File: src/rtl/dmem_access_ctrl_pkg.sv
// Shared encodings for the data-memory access controller: request sizes,
// FSM states and the default memory depth.
package dmem_access_ctrl_pkg;

   localparam int unsigned MEM_WORDS_DEF = 1024;

   localparam logic [1:0] SZ_WORD = 2'd0;
   localparam logic [1:0] SZ_HALF = 2'd1;
   localparam logic [1:0] SZ_BYTE = 2'd2;

   typedef enum logic [2:0] {
      ST_IDLE  = 3'd0,
      ST_READ  = 3'd1,
      ST_WAIT  = 3'd2,
      ST_WRITE = 3'd3,
      ST_DONE  = 3'd4
   } state_t;

   // Size 3 is reserved; word needs 4-byte and half needs 2-byte alignment.
   function automatic logic size_addr_bad(input logic [1:0] size, input logic [1:0] off);
      logic bad;
      bad = 1'b0;
      case (size)
         SZ_WORD: bad = (off != 2'b00);
         SZ_HALF: bad = off[0];
         SZ_BYTE: bad = 1'b0;
         default: bad = 1'b1;
      endcase
      return bad;
   endfunction

endpackage

File: src/rtl/dmem_lane_fmt.sv
// Little-endian lane logic: extracts and extends sub-word load data, and
// merges sub-word store data into a word read back from memory.
module dmem_lane_fmt
   import dmem_access_ctrl_pkg::*;
(
   input  logic [1:0]  off_i,
   input  logic [1:0]  size_i,
   input  logic        sgn_i,
   input  logic [31:0] rd_i,
   input  logic [31:0] wdata_i,
   output logic [31:0] rdata_o,
   output logic [31:0] merged_o
);

   logic [7:0]  byte_sel;
   logic [15:0] half_sel;

   always_comb begin
      byte_sel = rd_i[{off_i, 3'b000} +: 8];
      half_sel = off_i[1] ? rd_i[31:16] : rd_i[15:0];
   end

   always_comb begin
      rdata_o = '0;
      case (size_i)
         SZ_WORD: rdata_o = rd_i;
         SZ_HALF: rdata_o = {{16{sgn_i & half_sel[15]}}, half_sel};
         SZ_BYTE: rdata_o = {{24{sgn_i & byte_sel[7]}}, byte_sel};
         default: rdata_o = '0;
      endcase
   end

   // Only the addressed lane is replaced; every other byte of rd_i survives.
   always_comb begin
      merged_o = rd_i;
      case (size_i)
         SZ_WORD: merged_o = wdata_i;
         SZ_HALF: begin
            if (off_i[1]) merged_o[31:16] = wdata_i[15:0];
            else          merged_o[15:0]  = wdata_i[15:0];
         end
         SZ_BYTE: merged_o[{off_i, 3'b000} +: 8] = wdata_i[7:0];
         default: merged_o = rd_i;
      endcase
   end

endmodule

File: src/rtl/dmem_access_ctrl.sv
// Load/store controller in front of a word-wide data memory; sub-word stores
// are read-modify-write, bad requests are answered without a memory access.
module dmem_access_ctrl
   import dmem_access_ctrl_pkg::*;
#(
   parameter int unsigned ADDR_W    = 12,
   parameter int unsigned MEM_WORDS = MEM_WORDS_DEF
) (
   input  logic              CLK,
   input  logic              RST_N,
   // Handshake: a request transfers on a CLK posedge where req_valid and
   // req_ready are both high; req_ready is high only while the FSM is IDLE.
   input  logic              req_valid,
   output logic              req_ready,
   input  logic              req_we,
   input  logic [1:0]        req_size,
   input  logic              req_signed,
   input  logic [ADDR_W-1:0] req_addr,
   input  logic [31:0]       req_wdata,
   output logic              resp_valid,
   output logic [31:0]       resp_rdata,
   output logic              resp_err,
   output logic              RE,
   output logic              WE,
   output logic [ADDR_W-1:0] RA,
   output logic [ADDR_W-1:0] WA,
   output logic [31:0]       WD,
   output logic [1:0]        Data_Size,
   input  logic [31:0]       RD,
   output logic [2:0]        dbg_state
);

   localparam logic [31:0] MEM_BYTES = 32'(4 * MEM_WORDS);

   state_t              state_q;
   logic                ready_q;
   logic                re_q;
   logic                we_q;
   logic [ADDR_W-1:0]   ra_q;
   logic [ADDR_W-1:0]   wa_q;
   logic [31:0]         wd_q;
   logic                resp_valid_q;
   logic                resp_err_q;
   logic [31:0]         rdata_q;

   logic                op_we_q;
   logic [1:0]          op_size_q;
   logic                op_sgn_q;
   logic [ADDR_W-1:0]   op_addr_q;
   logic [31:0]         op_wdata_q;

   logic [31:0]         addr_ext;
   logic                req_err_d;
   logic [ADDR_W-1:0]   req_word_addr;
   logic [ADDR_W-1:0]   op_word_addr;
   logic [31:0]         fmt_rdata;
   logic [31:0]         merged_wd;

   always_comb begin
      addr_ext      = 32'(req_addr);
      req_err_d     = size_addr_bad(req_size, req_addr[1:0]) || (addr_ext >= MEM_BYTES);
      req_word_addr = {req_addr[ADDR_W-1:2], 2'b00};
      op_word_addr  = {op_addr_q[ADDR_W-1:2], 2'b00};
   end

   dmem_lane_fmt u_lane_fmt (
      .off_i    (op_addr_q[1:0]),
      .size_i   (op_size_q),
      .sgn_i    (op_sgn_q),
      .rd_i     (RD),
      .wdata_i  (op_wdata_q),
      .rdata_o  (fmt_rdata),
      .merged_o (merged_wd)
   );

   always_ff @(posedge CLK or negedge RST_N) begin
      if (!RST_N) begin
         state_q      <= ST_IDLE;
         ready_q      <= 1'b1;
         re_q         <= 1'b0;
         we_q         <= 1'b0;
         ra_q         <= '0;
         wa_q         <= '0;
         wd_q         <= '0;
         resp_valid_q <= 1'b0;
         resp_err_q   <= 1'b0;
         rdata_q      <= '0;
         op_we_q      <= 1'b0;
         op_size_q    <= SZ_WORD;
         op_sgn_q     <= 1'b0;
         op_addr_q    <= '0;
         op_wdata_q   <= '0;
      end else begin
         case (state_q)
            ST_IDLE: begin
               if (req_valid && ready_q) begin
                  ready_q    <= 1'b0;
                  op_we_q    <= req_we;
                  op_size_q  <= req_size;
                  op_sgn_q   <= req_signed;
                  op_addr_q  <= req_addr;
                  op_wdata_q <= req_wdata;
                  if (req_err_d) begin
                     state_q      <= ST_DONE;
                     resp_valid_q <= 1'b1;
                     resp_err_q   <= 1'b1;
                     rdata_q      <= '0;
                  end else if (req_we && (req_size == SZ_WORD)) begin
                     state_q <= ST_WRITE;
                     we_q    <= 1'b1;
                     wa_q    <= req_word_addr;
                     wd_q    <= req_wdata;
                  end else begin
                     state_q <= ST_READ;
                     re_q    <= 1'b1;
                     ra_q    <= req_word_addr;
                  end
               end
            end
            ST_READ: begin
               re_q    <= 1'b0;
               state_q <= ST_WAIT;
            end
            // RD carries the word read by the READ-cycle RE at this edge.
            ST_WAIT: begin
               if (op_we_q) begin
                  state_q <= ST_WRITE;
                  we_q    <= 1'b1;
                  wa_q    <= op_word_addr;
                  wd_q    <= merged_wd;
               end else begin
                  state_q      <= ST_DONE;
                  resp_valid_q <= 1'b1;
                  resp_err_q   <= 1'b0;
                  rdata_q      <= fmt_rdata;
               end
            end
            ST_WRITE: begin
               we_q         <= 1'b0;
               state_q      <= ST_DONE;
               resp_valid_q <= 1'b1;
               resp_err_q   <= 1'b0;
               rdata_q      <= '0;
            end
            ST_DONE: begin
               state_q      <= ST_IDLE;
               ready_q      <= 1'b1;
               resp_valid_q <= 1'b0;
               resp_err_q   <= 1'b0;
               rdata_q      <= '0;
            end
            default: begin
               state_q      <= ST_IDLE;
               ready_q      <= 1'b1;
               re_q         <= 1'b0;
               we_q         <= 1'b0;
               resp_valid_q <= 1'b0;
               resp_err_q   <= 1'b0;
               rdata_q      <= '0;
            end
         endcase
      end
   end

   assign req_ready  = ready_q;
   assign resp_valid = resp_valid_q;
   assign resp_err   = resp_err_q;
   assign resp_rdata = rdata_q;
   assign RE         = re_q;
   assign WE         = we_q;
   assign RA         = ra_q;
   assign WA         = wa_q;
   assign WD         = wd_q;
   assign Data_Size  = SZ_WORD;
   assign dbg_state  = state_q;

endmodule

File: config.mk
export PLATFORM = sky130hd
export DESIGN_NAME = dmem_access_ctrl
export DESIGN_NICKNAME = d
export VERILOG_FILES = /design/src/rtl/dmem_access_ctrl_pkg.sv /design/src/rtl/dmem_lane_fmt.sv /design/src/rtl/dmem_access_ctrl.sv
export SDC_FILE = /design/constraint.sdc
export NUM_CORES = 1
export LEC_CHECK = 0
export BUFFER_PORTS_ARGS = -buffer_cell sky130_fd_sc_hd__buf_2
export CAP_MARGIN = 20
export CORE_ASPECT_RATIO = 1.5
export CORE_MARGIN = 2
export CORE_UTILIZATION = 41
export DETAILED_ROUTE_END_ITERATION = 8
export PLACE_DENSITY = 0.6
export SLEW_MARGIN = 20
export SYNTH_ARGS = -nofsm -noshare
export SYNTH_HDL_FRONTEND = slang
export SYNTH_SLANG_ARGS = --single-unit
File: constraint.sdc
create_clock -name CLK -period 3.4 [get_ports CLK]
set_input_delay 0.17 -clock CLK [delete_from_list [all_inputs] [get_ports CLK]]
set_output_delay 0.17 -clock CLK [all_outputs]
set_load 0.1 [all_outputs]
## Yosys cells after proc, flatten, opt, wreduce, memory -nomap -nowiden

Index checks and enable logic that the tools add are counted.

| word-level totals | value |
|---|---|
| register bits | 142 |
| input bits | 83 |
| output and inout bits | 98 |
| logic and storage cells | 102 |

| cells by class | value |
|---|---|
| add/sub/neg operators | 1 |
| equality and inequality tests | 15 |
| shift operators | 3 |
| muxes and demuxes | 43 |
| bitwise logic cells | 8 |
| reductions and logical operators | 17 |

Operators with widths:

| cell | number |
|---|---|
| 32-bit one-hot mux with 3 select lines | 3 |
| 32-bit 2-to-1 mux | 7 |
| 32-bit one-hot mux with 2 select lines | 1 |
| 12-bit 2-to-1 mux | 4 |
| 16-bit 2-to-1 mux | 3 |
| 32-bit bitwise mux | 1 |
| 8-bit by 7-bit variable shift with 32-bit output, first input constant | 1 |
| 32-bit by 6-bit variable part select with 8-bit output | 1 |
| 8-bit by 7-bit variable part select with 32-bit output | 1 |
| 12-bit one-hot mux with 2 select lines | 1 |
| 2-bit inequality test, second input constant | 7 |
| 1-bit 2-to-1 mux | 12 |
| 3-bit one-hot mux with 4 select lines | 1 |
| 4-bit AND reduction | 3 |
| 5-bit AND reduction | 2 |
| 3-bit 2-to-1 mux | 3 |
| 1-bit one-hot mux with 3 select lines | 3 |
| 5-bit negation with 7-bit output | 1 |
| 3-bit by 2-bit == test with 1-bit output, second input constant | 2 |
| 1-bit NOT | 6 |
| 3-bit OR reduction | 2 |
| 2-bit by 1-bit == test with 1-bit output, second input constant | 2 |
| 2-bit == test, second input constant | 2 |
| 2-bit zero test | 2 |
| other kinds (11) | 16 |

## Depth between registers and ports, before layout

Gate-level depths: netlist of the first run.

| depth | value |
|---|---|
| depth after elaboration | 6 |
| mapped depth | 10 |
| mapped depth without buffers | 7 |

## By module

Synthesis of the first run repeated with hierarchy kept, for this count alone.

| unflattened totals | value |
|---|---|
| cells, all modules | 663 |
| area, all modules | 7249.5 um^2 |

Modules (own cells, without submodules):

| module | instances | cells each | area each (um^2) | seq. area each (um^2) |
|---|---|---|---|---|
| dmem_access_ctrl | 1 | 441 | 5625.4 | 3504.6 |
| dmem_lane_fmt | 1 | 222 | 1624.1 | 0.0 |

## Worst setup path before layout of the first run

No wires, ideal clock.

| timing path | value |
|---|---|
| kind | flip-flop to flip-flop |
| start point | register state_q[1], in the netlist dbg_state[1] |
| end point | register wd_q[30], in the netlist WD[30] |
| setup time | 0.121 ns |
| arrival time | 2.446 ns |
| required time | 3.279 ns |
| slack | 0.833 ns |
| cell stages (with the launch flop) | 8 |
| path buffers | 2 |
| period minus slack after synthesis | 2.567 ns |
| cells stage by stage | dfrtp_1 > buf_2 > nand2_1 > nor3_2 > a31oi_1 > buf_2 > a221o_1 > o22a_1 |

| between the ends | value |
|---|---|
| longest elaborated chain between the ends | 3 |
| elaborated cells between the ends (all ways) | 9 |
| classes of those cells | eq/ne (5); mux (1); reduce/logical (3) |

RTL lines:

| what | line | text |
|---|---|---|
| start: declaration | dmem_access_ctrl.sv:35 | `state_t state_q;` |
| start signal: assignment | dmem_access_ctrl.sv:78 | `state_q <= ST_IDLE;` |
| start signal: assignment | dmem_access_ctrl.sv:104 | `state_q <= ST_DONE;` |
| start signal: assignment | dmem_access_ctrl.sv:109 | `state_q <= ST_WRITE;` |
| 3-bit by 2-bit == test with 1-bit output / 3-bit zero test (equally long branches) | dmem_access_ctrl.sv:94 | `case (state_q)` |
| 2-bit inequality test (no line) / 2-bit nonzero test (equally long branches) | - |  |
| 5-bit AND reduction (no line) | - |  |
| end signal: assignment | dmem_access_ctrl.sv:112 | `wd_q <= req_wdata;` |
| end signal: assignment | dmem_access_ctrl.sv:130 | `wd_q <= merged_wd;` |
| end: declaration | dmem_access_ctrl.sv:41 | `logic [31:0] wd_q;` |

Parallel ways exist; a longest one is shown, timed or not.
A chain may end at the register's enable or synchronous reset.

## Worst setup path in the final report of the first run

| timing path | value |
|---|---|
| start point | register op_size_q[0] |
| end point | register rdata_q[24], in the netlist resp_rdata[24] |

| between the ends | value |
|---|---|
| longest elaborated chain between the ends | 4 |
| elaborated cells between the ends (all ways) | 6 |
| classes of those cells | eq/ne (2); mux (3); reduce/logical (1) |

RTL lines:

| what | line | text |
|---|---|---|
| start: declaration | dmem_access_ctrl.sv:47 | `logic [1:0] op_size_q;` |
| start signal: assignment | dmem_access_ctrl.sv:99 | `op_size_q <= req_size;` |
| 2-bit == test (tied with other cells) | dmem_lane_fmt.sv:25 | `case (size_i)` |
| 32-bit one-hot mux with 3 select lines * | dmem_lane_fmt.sv:25 |  |
| 32-bit 2-to-1 mux * | dmem_access_ctrl.sv:126 | `if (op_we_q) begin` |
| 32-bit one-hot mux with 3 select lines * | dmem_access_ctrl.sv:94 |  |
| end signal: assignment | dmem_access_ctrl.sv:135 | `rdata_q <= fmt_rdata;` |
| end: declaration | dmem_access_ctrl.sv:44 | `logic [31:0] rdata_q;` |

Every way passes the cells marked *; elsewhere a longest branch is shown, timed or not. The select of a mux whose other input is x is not followed.

==> results of run 1 <==
-- registers in the layout, indices dropped and copies added (netlist names) --
name,flops
dbg_state,3
op_we_q,1
WD,32
resp_err,1
resp_valid,1
req_ready,1
op_sgn_q,1
RE,1
RA,10
resp_rdata,32
op_size_q,2
WE,1
op_addr_q,12
WA,10
op_wdata_q,32
-- cells by family (layout without fill, tap and decap cells) --
kind of cell,Yosys count,in the layout,share of synthesized area [%]
compound gates,226,226,20.79
fa+ha+maj,5,5,0.8898
buf+inv,65,251,4.058
flops,140,140,49.85
mux,74,74,12.99
other cells,1,6,0.05334
simple gates,170,170,11.37
-- path summary, 6_finish.rpt --
check,depth (start not counted),slack [ps],start,endpoint
worst max-delay path,5,760,op_size_q[0],resp_rdata[24]
worst min-delay path,2,10,req_addr[2],RA[2]
worst max register to register,5,760,op_size_q[0],resp_rdata[24]
worst min register to register,2,480,resp_rdata[6],resp_rdata[6]
max in group asynchronous,3,2040,RST_N,req_ready
min in group asynchronous,2,440,RST_N,WD[28]
-- cell usage after synthesis, types with 6 or more instances --
cell | n | area [um^2]
a221oi_1 | 9 | 78.83
nor2b_1 | 24 | 150.1
clkbuf_1 | 35 | 131.4
dfrtp_1 | 139 | 3478
a221o_1 | 14 | 140.1
mux2_1 | 9 | 101.4
o22ai_1 | 8 | 50.05
mux4_2 | 8 | 180.2
o221ai_1 | 8 | 70.07
a21oi_1 | 47 | 235.2
buf_4 | 6 | 45.04
mux2_2 | 49 | 551.8
a32oi_1 | 7 | 61.31
nor2_1 | 39 | 146.4
a22oi_1 | 15 | 112.6
nand2_1 | 80 | 300.3
o22a_1 | 7 | 61.31
mux2i_1 | 8 | 80.08
buf_2 | 15 | 75.07
a22o_1 | 10 | 87.58
o21ai_0 | 76 | 380.4
a31oi_1 | 18 | 112.6
-- cell type report --
type                       count  area (um^2)
fill                        1490         7796
sequential                   140         3505
multi-input combinational    481         3284
timing repair buffer         214         1250
clock buffer                  21        480.5
tap                          210        262.8
clock inverter                10        162.7
inverter                       6        22.52
-- routing by layer --
metal	GRT usage (%)	wire length (um)
met5	0	0
met4	16.31	1304
met3	5.394	1788
met2	42.94	11390
met1	30.60	8814
-- stage by stage --
stage / cells / hold WS (ps) / setup slack, ps / utilization, %
6_report: 1082 / 10.52 / 763.6 / 53.49
3_3_place_gp: 1027 / 344.5 / 951.0 / 48.21
4_1_cts: 1082 / 0.7980 / 825.3 / 53.48
3_5_place_dp: 1027 / 357.7 / 859.0 / 48.21
5_1_grt: 1082 / 7.108 / 567.1 / 53.49
2_1_floorplan: 686 / -125.6 / 832.7 / -
-- cells in the final DEF, fill, tap and decap left out, types with 10 or more instances in the layout --
cell type,instances
nor2b_1,24
a22o_1,10
buf_2,173
a21oi_1,47
dfrtp_1,139
mux2_2,49
o21ai_0,76
a22oi_1,15
clkbuf_16,17
buf_4,15
nor2_1,38
dlygate4sd3_1,24
nand2_1,80
a221o_1,14
a31oi_1,17
-- timing repair --
action / 4_1_cts / 5_1_grt
setup buffers: 0 / 0
endpoints found under the setup margin: 0 / 0
endpoints found under the hold margin: 126 / 0
hold buffers: 24 / 0
==> metrics, run 1 <==
Post-Syn Instances=681; DRT iter0 DRCs=474; crit-path cells=nor2b_1, nand2_1, a21boi_2, a21oi_1, o21ai_0; status=completed; CTS max path bufs=2; Final Setup Violations=0; Wirelength per Cell=21.53 um; Layout Skew=~6.6 ps; Clk Latency, worst-skew pair=430 ps; Clk pin slew, worst setup/hold paths=around 60 ps; Area growth syn-to-layout=27.55%; routability cong.=~0.9; Mean Syn Cell Area=10.32 um^2; # IOs=181; global-route wire length before repair=36020 um; initial core utilization=41.94%; I/O Buffers=174; yosys warns=0; DR pass1 iterations=6; Post-synth EDFFs=0; cell area after synthesis=7030 um^2; ys flop type=dfrtp_1; fin crit share=between 70% and 80%; die width=around 110 um; DP HPWL=16680 um; Slew Viols, Final=0; cell family with most CP delay=compound AO/OA/AOI/OAI gates; Peak Freq=379.3 MHz; Critical path buffers and inverters=0; post-CTS sizing=0; Max transition margin=approximately a quarter; CTS Root Buffer Type=clkbuf_16; ant diodes=0; vias in the first global route=6441; WS Path Type=flop to flop; Die H=164.4 um; Seq/Total Area, Yosys=49.85%; Unique masters post-synth=49; crit end category=flop; post-DR vias/cell=between 5 and 6; FFs w/ async S/R, synth=100.0%; Sum Neg Setup Slack=0 ps; Worst Path Required=between 3000 and 4000 ps; Worst path max stage delay=810 ps; row cnt=58; Sink Count=between 100 and 150; Hold Path Class=input port to flop; # DRC=0; crit path time final=around 2600 ps; Placed Area=8082 um^2; Yosys reg bits=140; Final Net Count=948; Tightest Pin Transition=1126 ps; Fin. Hold Viols=0; Setup crit start kind=flop; Die ar.=18230 um^2; routed via count=6418; RSZ-0062 raised after global routing=no; DRT antenna net count=0; CP Data Arrival Time=just under 3000 ps; GR Util All Layers=25.79%; share of layout cells above drive strength 1=33.14%; largest net degree at the start of global routing=a little over 100; TritonCTS buffer count=17; H-tree lvl count=4; critical path's slowest cell=dfrtp_1; max_cap viols=0; post-route cell area=8967 um^2; grt total ovfl=0; initial antenna violation count=0; Placeable Area=around 17000 um^2; Routed WL=23300 um; CTS tree=built; Worst Path Max Fanout=23
Power of run 1 is not shown: default switching activity piles up to over one toggle a cycle in this logic, so the estimate is an artifact.
==> run 2: changes to the inputs <==
--- a/config.mk
+++ b/config.mk
@@ -11,7 +11,7 @@
 export CORE_MARGIN = 2
 export CORE_UTILIZATION = 41
 export DETAILED_ROUTE_END_ITERATION = 8
-export PLACE_DENSITY = 0.6
+export PLACE_DENSITY = 0.63
 export SLEW_MARGIN = 20
 export SYNTH_ARGS = -nofsm -noshare
 export SYNTH_HDL_FRONTEND = slang
==> constraint.sdc (replaced) <==
create_clock -name CLK -period 2.28 [get_ports CLK]
set_input_delay 0.114 -clock CLK [delete_from_list [all_inputs] [get_ports CLK]]
set_output_delay 0.114 -clock CLK [all_outputs]
set_load 0.1 [all_outputs]
==> run 2 against run 1 <==
- flip-flop and latch count is the same
- count of clock-buffer cells in the layout down 4
- final area is 5.3% higher
- highest routed layer unchanged
- critical path depth rose by 2
- via count is 2.5% higher
- sequential share of layout area fell by 1.9 points
- critical path type unchanged
==> metrics, run 2 (synthesis gave the netlist of run 1 again) <==
status=completed; Hold Path Class=input port to flop; share of layout cells above drive strength 1=34.35%; Worst Path Max Fanout=7; RSZ-0062 raised after global routing=no; post-route cell area=9440 um^2; Post-CTS Hold Buffers=49; Final Net Count=roughly 1000; H-tree lvl count=4; CP Data Arrival Time=2540 ps; Finished Layout Cells=between 1000 and 1500; dpl cells=1050; TritonCTS buffer count=17; DP HPWL=17010 um; Sink Count=140; post-CTS setup buffers=0; # IOs=181; most frequent cells in the layout=buf_2, dfrtp_1, nand2_1; Clk pin slew, worst setup/hold paths=60 ps; post-DR vias/cell=5.823; Worst path max stage delay=440 ps; Slew Viols, Final=0; Placed Area=8307 um^2; Final Setup Violations=0; Peak Freq=458.3 MHz; post-CTS sizing=0; GR Util All Layers=a little over a quarter; initial antenna violation count=0; Die H=164.4 um; Layout Skew=9.393 ps; Worst Path Required=2640 ps; Tightest Pin Transition=717.1 ps; Area growth syn-to-layout=34.28%; worst reg2reg path startpoint=op_addr_q[0]; cell family with most CP delay=simple AND/OR/NAND/NOR gates; max_cap viols=0; Placeable Area=approximately 17000 um^2; routability cong.=0.9299; grt total ovfl=0; crit path time final=2182 ps; Routed WL=~24000 um; global-route wire length before repair=between 30000 and 40000 um; post-layout util=56.31%; commonest non-fill, non-tap cell in the layout=buf_2; DRT iter0 DRCs=between 400 and 500; CTS tree=built; CTS Root Buffer Type=clkbuf_16; DRT antenna net count=0; Critical Path Start=op_addr_q[0]; Max transition margin=slightly above 50%; largest net degree at the start of global routing=62; Fin. Hold Viols=0; ant diodes=0; Clk Latency, worst-skew pair=approximately 420 ps; row cnt=58; vias in the first global route=approximately 6600; Setup crit start kind=flop; Sum Neg Setup Slack=0 ps; crit end category=flop; DR pass1 iterations=5; fin crit share=a little over nine tenths; initial core utilization=41.94%; Critical path buffers and inverters=1; routed via count=6580; Die ar.=18230 um^2; crit-path cells=inv_1, ha_1, nor4bb_1, and4b_1, a22oi_1, a21oi_1, o22a_1; I/O Buffers=174; # DRC=0; WS Path Type=flop to flop; hold_sp=RD[11]; critical path's slowest cell=and4b_1; Wirelength per Cell=21.22 um; CTS max path bufs=2; die width=110.9 um
## run 2: metal layers
metal / part of all wire, % / routed length, um / GRT usage [%]
met1: 37 / 8850 / 29.67
met2: 52 / 12380 / 47.27
met3: 7.0 / 1673 / 5.064
met4: 4.5 / 1077 / 13.13
met5: 0 / 0 / 0
## run 2: final cells by class
class                           instances  area [um^2]
Clock inverter                         14        217.7
Inverter                                6        22.52
Multi-Input combinational cell        481         3287
Sequential cell                       140         3515
Timing Repair Buffer                  262         1710
Tap cell                              210        262.8
Fill cell                            1447         7323
Clock buffer                           17        425.4
## run 2: final timing paths
check | to | cells past startpoint | slack (ps)
setup / recovery | WD[30] | 7 | 100
hold / removal | WD[11] | 3 | 50
setup reg to reg | WD[30] | 7 | 100
hold reg to reg | resp_rdata[20] | 2 | 480
max in group asynchronous | op_wdata_q[1] | 3 | 1330
min in group asynchronous | op_wdata_q[17] | 2 | 260
## run 2: worst reg2reg max path, cell delays in order (launching register included)
cell and delay, ps:
dfrtp_1 420, inv_1 80, ha_1 330, nor4bb_1 420, and4b_1 440, a22oi_1 110, a21oi_1 170, o22a_1 150
## run 2: through the flow
step | setup WS [ps] | hold WS (ps)
final | 98.05 | 46.62
after global routing | 17.83 | 61.03
after CTS | 153.4 | 36.20
after detailed placement | 176.9 | 147.3
after global placement | 212.1 | 145.9
after floorplan | 1.543 | -181.6
Power of run 2 is left out for the same reason.
